===== src/rtl/pipe_adder_pkg.sv =====
// Shared constants, configuration helpers and the inter-stage payload type
// for the segmented pipelined adder.
package pipe_adder_pkg;

  // Widest operand the stage payload can carry.
  localparam int unsigned MAX_WIDTH = 64;

  // Number of add stages for a given operand width and segment width.
  function automatic int unsigned calc_nseg(input int unsigned width, input int unsigned seg);
    return width / seg;
  endfunction

  // Width must split evenly into segments and fit the payload.
  function automatic bit cfg_ok(input int unsigned width, input int unsigned seg);
    return (seg != 0) && (width >= seg) && ((width % seg) == 0) && (width <= MAX_WIDTH);
  endfunction

  // Stage payload: the sum built so far, the carry into the next segment, the
  // operand slices not yet consumed (low segment next), and the subtract flag.
  typedef struct packed {
    logic [MAX_WIDTH-1:0] acc_sum;
    logic                 carry;
    logic [MAX_WIDTH-1:0] hi_a;
    logic [MAX_WIDTH-1:0] hi_b;
    logic                 sub;
  } stage_pay_t;

endpackage


===== src/rtl/pipe_adder_hs_if.sv =====
// Operand/result handshake bundle for pipe_adder_hs.
// PIPE_ADDER_SUB_EN adds the subtract-select signal.
interface pipe_adder_hs_if #(
  parameter int unsigned WIDTH = 32
);

  logic             in_valid;
  logic             in_ready;
  logic [WIDTH-1:0] a;
  logic [WIDTH-1:0] b;
  logic             ci;
`ifdef PIPE_ADDER_SUB_EN
  logic             sub;
`endif
  logic             out_valid;
  logic             out_ready;
  logic [WIDTH-1:0] s;
  logic             co;
  logic             ovf;

  // Environment side: produces operands, consumes results.
  modport master (
    output in_valid, a, b, ci,
`ifdef PIPE_ADDER_SUB_EN
    sub,
`endif
    out_ready,
    input  in_ready, out_valid, s, co, ovf
  );

  // Adder side: accepts operands, presents results.
  modport slave (
    input  in_valid, a, b, ci,
`ifdef PIPE_ADDER_SUB_EN
    sub,
`endif
    out_ready,
    output in_ready, out_valid, s, co, ovf
  );

endinterface


===== src/rtl/pipe_adder_seg.sv =====
// One SEG-bit add stage: adds the low operand slices plus incoming carry,
// deposits the segment sum at its position, and shifts the remaining slices.
module pipe_adder_seg
  import pipe_adder_pkg::*;
#(
  parameter int unsigned SEG   = 8,
  parameter int unsigned STAGE = 0
) (
  input  logic       clk,
  input  logic       rst,
  input  logic       en,
  input  logic       v_in,
  input  stage_pay_t pay_in,
  output logic       v_out,
  output stage_pay_t pay_out,
  output logic       ovf
);

  localparam int unsigned SW = SEG + 1;

  logic [SEG-1:0] a_seg;
  logic [SEG-1:0] b_seg;
  logic [SEG-1:0] sum;
  logic           c_out;
  logic           ovf_nxt;
  stage_pay_t     pay_nxt;

  // Segment add; overflow uses carry into the segment MSB vs carry out.
  always_comb begin
    a_seg          = pay_in.hi_a[SEG-1:0];
    b_seg          = pay_in.hi_b[SEG-1:0] ^ {SEG{pay_in.sub}};
    {c_out, sum}   = SW'(a_seg) + SW'(b_seg) + SW'(pay_in.carry);
    ovf_nxt        = a_seg[SEG-1] ^ b_seg[SEG-1] ^ sum[SEG-1] ^ c_out;
    pay_nxt        = pay_in;
    pay_nxt.acc_sum[STAGE*SEG +: SEG] = sum;
    pay_nxt.carry  = c_out;
    pay_nxt.hi_a   = pay_in.hi_a >> SEG;
    pay_nxt.hi_b   = pay_in.hi_b >> SEG;
  end

  // Stage register: loads on enable, otherwise holds.
  always_ff @(posedge clk or posedge rst) begin
    if (rst) begin
      v_out   <= 1'b0;
      pay_out <= '0;
      ovf     <= 1'b0;
    end else if (en) begin
      v_out   <= v_in;
      pay_out <= pay_nxt;
      ovf     <= ovf_nxt;
    end
  end

endmodule


===== src/rtl/pipe_adder_hs.sv =====
// Carry-segmented pipelined adder with valid/ready flow control.
// Stage 0 captures operands; NSEG segment stages follow; results come
// straight from the last stage registers. in_ready is combinational from
// out_ready through the per-stage enable chain, so bubbles collapse.
// Optional: define PIPE_ADDER_SUB_EN for a - b - ci via the sub signal.
module pipe_adder_hs
  import pipe_adder_pkg::*;
#(
  parameter int unsigned WIDTH = 32,
  parameter int unsigned SEG   = 8
) (
  input logic           clk,
  input logic           rst,
  pipe_adder_hs_if.slave bus
);

  localparam int unsigned NSEG   = calc_nseg(WIDTH, SEG);
  localparam bit          CFG_OK = cfg_ok(WIDTH, SEG);

  if (!CFG_OK) begin : g_cfg_err
    $error("pipe_adder_hs: WIDTH must be a nonzero multiple of SEG and at most MAX_WIDTH");
  end

  logic [NSEG+1:0] en;
  logic [NSEG:0]   v;
  stage_pay_t      pay [0:NSEG];
  logic            ovf_st [1:NSEG];
  logic            v0;
  stage_pay_t      pay0;
  logic            sub_in;

`ifdef PIPE_ADDER_SUB_EN
  assign sub_in = bus.sub;
`else
  assign sub_in = 1'b0;
`endif

  // Advance chain: a stage loads if empty or if the stage after it moves.
  always_comb begin
    en           = '0;
    en[NSEG+1]   = bus.out_ready;
    for (int k = NSEG; k >= 0; k--) begin
      en[k] = ~v[k] | en[k+1];
    end
  end

  // Stage 0: capture operands, subtract flag and effective carry-in.
  always_ff @(posedge clk or posedge rst) begin
    if (rst) begin
      v0   <= 1'b0;
      pay0 <= '0;
    end else if (en[0]) begin
      v0           <= bus.in_valid;
      pay0.acc_sum <= '0;
      pay0.carry   <= bus.ci ^ sub_in;
      pay0.hi_a    <= MAX_WIDTH'(bus.a);
      pay0.hi_b    <= MAX_WIDTH'(bus.b);
      pay0.sub     <= sub_in;
    end
  end

  assign v[0]   = v0;
  assign pay[0] = pay0;

  for (genvar k = 1; k <= NSEG; k++) begin : g_seg
    pipe_adder_seg #(
      .SEG   (SEG),
      .STAGE (k - 1)
    ) u_seg (
      .clk     (clk),
      .rst     (rst),
      .en      (en[k]),
      .v_in    (v[k-1]),
      .pay_in  (pay[k-1]),
      .v_out   (v[k]),
      .pay_out (pay[k]),
      .ovf     (ovf_st[k])
    );
  end

  assign bus.in_ready  = en[0];
  assign bus.out_valid = v[NSEG];
  assign bus.s         = pay[NSEG].acc_sum[WIDTH-1:0];
  assign bus.co        = pay[NSEG].carry;
  assign bus.ovf       = ovf_st[NSEG];

endmodule


===== src/flat_wrapper.sv =====
// flat-port wrapper written by rule: the top's interface ports become plain ports
module pipe_adder_hs_flat import pipe_adder_pkg::*;
#(
  parameter int unsigned WIDTH = 32,
  parameter int unsigned SEG   = 8
)
  (clk, rst, bus_in_valid, bus_a, bus_b, bus_ci, bus_out_ready, bus_in_ready, bus_out_valid, bus_s, bus_co, bus_ovf);
  pipe_adder_hs_if #(.WIDTH(WIDTH)) bus_i ();
  input logic clk;
  input logic rst;
  input wire logic [$bits(bus_i.in_valid)-1:0] bus_in_valid;
  input wire logic [$bits(bus_i.a)-1:0] bus_a;
  input wire logic [$bits(bus_i.b)-1:0] bus_b;
  input wire logic [$bits(bus_i.ci)-1:0] bus_ci;
  input wire logic [$bits(bus_i.out_ready)-1:0] bus_out_ready;
  output wire logic [$bits(bus_i.in_ready)-1:0] bus_in_ready;
  output wire logic [$bits(bus_i.out_valid)-1:0] bus_out_valid;
  output wire logic [$bits(bus_i.s)-1:0] bus_s;
  output wire logic [$bits(bus_i.co)-1:0] bus_co;
  output wire logic [$bits(bus_i.ovf)-1:0] bus_ovf;
  assign bus_i.in_valid = bus_in_valid;
  assign bus_i.a = bus_a;
  assign bus_i.b = bus_b;
  assign bus_i.ci = bus_ci;
  assign bus_i.out_ready = bus_out_ready;
  assign bus_in_ready = bus_i.in_ready;
  assign bus_out_valid = bus_i.out_valid;
  assign bus_s = bus_i.s;
  assign bus_co = bus_i.co;
  assign bus_ovf = bus_i.ovf;
  pipe_adder_hs #(.WIDTH(WIDTH), .SEG(SEG)) u_core (.clk(clk), .rst(rst), .bus(bus_i));
endmodule

===== config.mk =====
export PLATFORM = sky130hd
export DESIGN_NAME = pipe_adder_hs_flat
export DESIGN_NICKNAME = d
export VERILOG_FILES = /design/src/rtl/pipe_adder_pkg.sv /design/src/rtl/pipe_adder_hs_if.sv /design/src/rtl/pipe_adder_seg.sv /design/src/rtl/pipe_adder_hs.sv /design/src/flat_wrapper.sv
export SDC_FILE = /design/constraint.sdc
export NUM_CORES = 1
export LEC_CHECK = 0
export ABC_CLOCK_PERIOD_IN_PS = 5800
export CORE_MARGIN = 5
export CORE_UTILIZATION = 58
export CTS_BUF_LIST = sky130_fd_sc_hd__clkbuf_8 sky130_fd_sc_hd__clkbuf_16
export DETAILED_ROUTE_END_ITERATION = 7
export PLACE_DENSITY = 0.77
export SETUP_SLACK_MARGIN = 0.2
export SLEW_MARGIN = 20
export SYNTH_ARGS = -nofsm -noshare
export SYNTH_HDL_FRONTEND = slang
export SYNTH_HIERARCHICAL = 1
export SYNTH_SLANG_ARGS = --single-unit

===== constraint.sdc =====
create_clock -name clk -period 5.8 [get_ports clk]
set_input_delay 1.16 -clock clk [delete_from_list [all_inputs] [get_ports clk]]
set_output_delay 1.16 -clock clk [all_outputs]
set_load 0.03 [all_outputs]

Word level (Yosys, flattened, before mapping)
Cells that the tools add are included.
{"block": "word_totals", "ff_bits": 251, "inputBits": 69, "out_inout_bits": 36}
{"block": "classes", "n_addsub": 8, "n_bitwise": 13}
{"operator": "$add 8x8->9", "n": 4}
{"operator": "$add 9x1->9", "n": 4}
{"operator": "$not 1->1", "n": 5}
{"operator": "$or 1x1->1", "n": 5}
{"operator": "$xor 1x1->1", "n": 3}

Depth between registers and ports, before layout
{"block": "logic_depth", "depth_word": 6, "mapped_depth": 9, "depth_no_buf": 8}

By module
The synthesis kept the hierarchy.
{"mod": "pipe_adder_seg", "instances": 4, "cells_per_inst": 460, "area_per_inst_um2": 7180.6, "seq_area_each_um2": 4504.3}
{"mod": "pipe_adder_hs", "instances": 1, "cells_per_inst": 149, "area_per_inst_um2": 2608.8, "seq_area_each_um2": 1651.6}

Worst setup path after synthesis
OpenSTA, ideal clock, no wires.
{"block": "synth_timing", "kind": "input-to-output", "startpoint": "in bus_out_ready", "endpoint": "out bus_in_ready", "arrival_time_ns": 2.123, "required_time_ns": 4.640, "slack_ns": 2.517, "cell_stages": 6, "cell_sequence": "and4b_1 and3_1 clkbuf_2 buf_6 buf_6 inv_1"}
{"block": "synth_between", "elab_chain_cells": 5}
{"item": "start, declared", "line_no": "flat_wrapper.sv:15", "rtl": "input wire logic [$bits(bus_i.out_ready)-1:0] bus_out_ready;"}
{"item": "$or 1x1->1 (5 in series)", "line_no": "pipe_adder_hs.sv:43", "rtl": "en[k] = ~v[k] | en[k+1];"}
{"item": "end, declared", "line_no": "flat_wrapper.sv:16", "rtl": "output wire logic [$bits(bus_i.in_ready)-1:0] bus_in_ready;"}
No other way between the ends.

Worst setup path after layout
Same ends and word-level chain as after synthesis.

==> impl_metrics.py <==
metrics = {
    "drt": {
        "drtAntennaViolNets": 0,
        "firstDrtPassIters": 4,
        "via_per_inst": 5.388,
        "route.detailed.drc": 0,
        "wire_per_inst_um": 17.82,
        "wirelength_um": 21040,
        "drt_iter0_drc": 304,
        "num_vias": 6363,
    },
    "global_routing": {
        "grt_pass1_vias": 6795,
        "met2_usage": 0.3147,
        "grt_max_degree": 67,
        "use_met3": 0.02877,
        "track_usage": 0.1954,
        "antenna_found_initial": 0,
        "grt_pass1_wl_um": 35560,
        "grt.overflow.total": 0,
        "grt_use_met1": 0.2847,
        "top_usage_layer": "met2",
    },
    "clocking": {
        "clock_path_buffers": 3,
        "post_cts.repair.setup_buffers": 0,
        "cts_tree": "yes",
        "cts_buffers": 25,
        "clkLatencyLatePin_ps": 520,
        "postCtsResizedCells": 0,
        "cts.htree.levels": 1,
        "ctsHoldBuffers": 0,
        "cts.sinks": 254,
        "root_buffer": "clkbuf_16",
        "clk_pin_slew_ps": 60,
    },
    "floorplan": {
        "num_rows": 51,
        "start_util": 0.5867,
        "die_w_um": 149.9,
        "core-area_um2": 19330,
        "dieArea_um2": 22460,
        "io_pins": 105,
        "die-height_um": 149.9,
    },
    "flow_run": {
        "drv_cap": 0,
    },
    "power": {
        "clockPowerShare": 0.266,
        "switching_share": 0.3130,
        "p_total_w": 0.005886,
        "seq_power_share": 0.417,
        "p_leak_nw": 5.818,
        "switchingPower_w": 0.001842,
        "p_int_w": 0.004043,
        "power_frac_comb": 0.317,
        "p_per_area_nw_per_um2": 441.3,
        "ir_worst_vdd_mv": 0.2718,
    },
    "worst_setup_path": {
        "cp_cell_sequence": "clkdlybuf4s50_1 -> and4b_1 -> and3_4 -> inv_1 -> clkdlybuf4s50_1",
        "reg2reg_slack_ps": 3160,
        "cp-startpoint": "bus_out_ready",
        "cp_common_cell": "clkdlybuf4s50_1",
        "max_stage_delay_ps": 680,
        "cp-endpoint": "bus_in_ready",
        "r2r_end": "u_core/g_seg[3].u_seg/pay_out[152]",
        "cp.arrival_ps": 2910,
        "crit_path_start_kind": "primary input",
        "worstPathRequired_ps": 4640,
        "timing.rr.start": "u_core/g_seg[2].u_seg/pay_out[0]",
        "critPathKind": "primary input to primary output",
        "slowest_stage": "clkdlybuf4s50_1",
        "critical_path.max_fanout": 3,
        "worst-r2r-cell-count": 8,
        "critPathCaptureType": "primary output",
    },
    "synth": {
        "syn-num-nets": 918,
        "synth_area_um2": 11340,
        "avgSynthCellArea_um2": 13.95,
        "synthCells": 813,
        "yosys_warnings": 6,
    },
    "layout": {
        "synthToLayoutAreaGrowth_pct": 17.55,
        "fin_cells": 1181,
        "final_cell_mix": "dfrtp_1 (254), mux2_2 (196), clkdlybuf4s50_1 (104)",
        "drive_gt1_frac": 0.3155,
        "finish.net_count": 1003,
        "antenna_cells": 0,
        "final_common_cell": "dfrtp_1",
    },
    "timing": {
        "fin_crit_ps": 4068,
        "grt_setup_unrepaired": "false",
        "worst_slew_pin_slew_ps": 1077,
        "layout_setup_ws_ps": 1732,
        "finalMaxSlewViolations": 0,
        "clock_skew_ps": 15.18,
        "finalHoldViolations": 0,
        "max_slew_margin": 0.2799,
        "finalSetupViolations": 0,
        "fmax_mhz": 245.8,
        "finalCritPeriodShare": 0.7013,
        "tns_ps": 0,
    },
    "run_status": {
        "status": "finished, final reports clean",
    },
    "placed_design": {
        "post-place-ws_ps": 1755,
        "numPortBuffers": 104,
        "dp_hpwl_um": 14860,
        "dp_cells": 1136,
        "gp_routability_congestion": 0.7859,
    },
    "worst_hold_path": {
        "hold_class": "flip-flop to flip-flop",
    },
}
==> through the flow <==
stage,area (um2),hold WS (ps),util
final,13340,492.2,0.6897
after global routing,13340,516.7,0.6897
after CTS,13340,491.7,0.6897
after detailed placement,12530,475.1,0.6478
after global placement,12520,469.7,0.6477
after floorplan,11340,446.2,-
==> worst max-delay path, delay by kind of cell <==
kind / cells / cell delay (ps)
and+or+nand+nor: 2 / 480
buffers and inverters: 3 / 1270
==> area by class of cell <==
type	instances	area [um2]
clock buffers	29	680.7
clock inverters	16	128.9
fillers	1310	6000
inverters	27	103.9
multi-input cells	478	4633
flip-flops and latches	254	6356
well taps	265	331.6
repair buffers	112	1101
==> state kept, by name (all words and copies together), names as in the netlist <==
signal                      flops
u_core/v0                       1
u_core/pay                     65
u_core/g_seg.u_seg/pay_out    183
u_core/g_seg.u_seg/v_out        4
u_core/g_seg.u_seg/ovf          1
==> power groups by stage <==
stage / Sequential (W) / Combinational, W / Clock (W)
5_1_grt: 0.00250 / 0.00203 / 0.00168
3_5_place_dp: 0.00249 / 0.00186 / 0
2_1_floorplan: 0.00262 / 0.00112 / 0
4_1_cts: 0.00246 / 0.00188 / 0.00160
3_3_place_gp: 0.00246 / 0.00180 / 0
6_report: 0.00245 / 0.00187 / 0.00157
==> layer usage <==
metal | up-vias | share of wire
li1 | 3005 | -
met1 | 3234 | 0.47
met2 | 95 | 0.48
met3 | 29 | 0.037
met4 | 0 | 0.017
met5 | - | 0
==> how the worst min path moves through the flow <==
stage                                                  start                            endpoint  slack (ps)  cells past startpoint
after floorplan           u_core/g_seg[1].u_seg/pay_out[133]  u_core/g_seg[1].u_seg/pay_out[133]         450                      2
after global placement    u_core/g_seg[4].u_seg/pay_out[158]  u_core/g_seg[4].u_seg/pay_out[158]         470                      1
after detailed placement  u_core/g_seg[1].u_seg/pay_out[135]  u_core/g_seg[1].u_seg/pay_out[135]         480                      2
after CTS                 u_core/g_seg[1].u_seg/pay_out[135]  u_core/g_seg[1].u_seg/pay_out[135]         490                      2
after global routing      u_core/g_seg[3].u_seg/pay_out[133]  u_core/g_seg[4].u_seg/pay_out[133]         520                      1
final                     u_core/g_seg[4].u_seg/pay_out[157]  u_core/g_seg[4].u_seg/pay_out[157]         490                      2
Note: power is estimated with default switching activity, not from simulation.
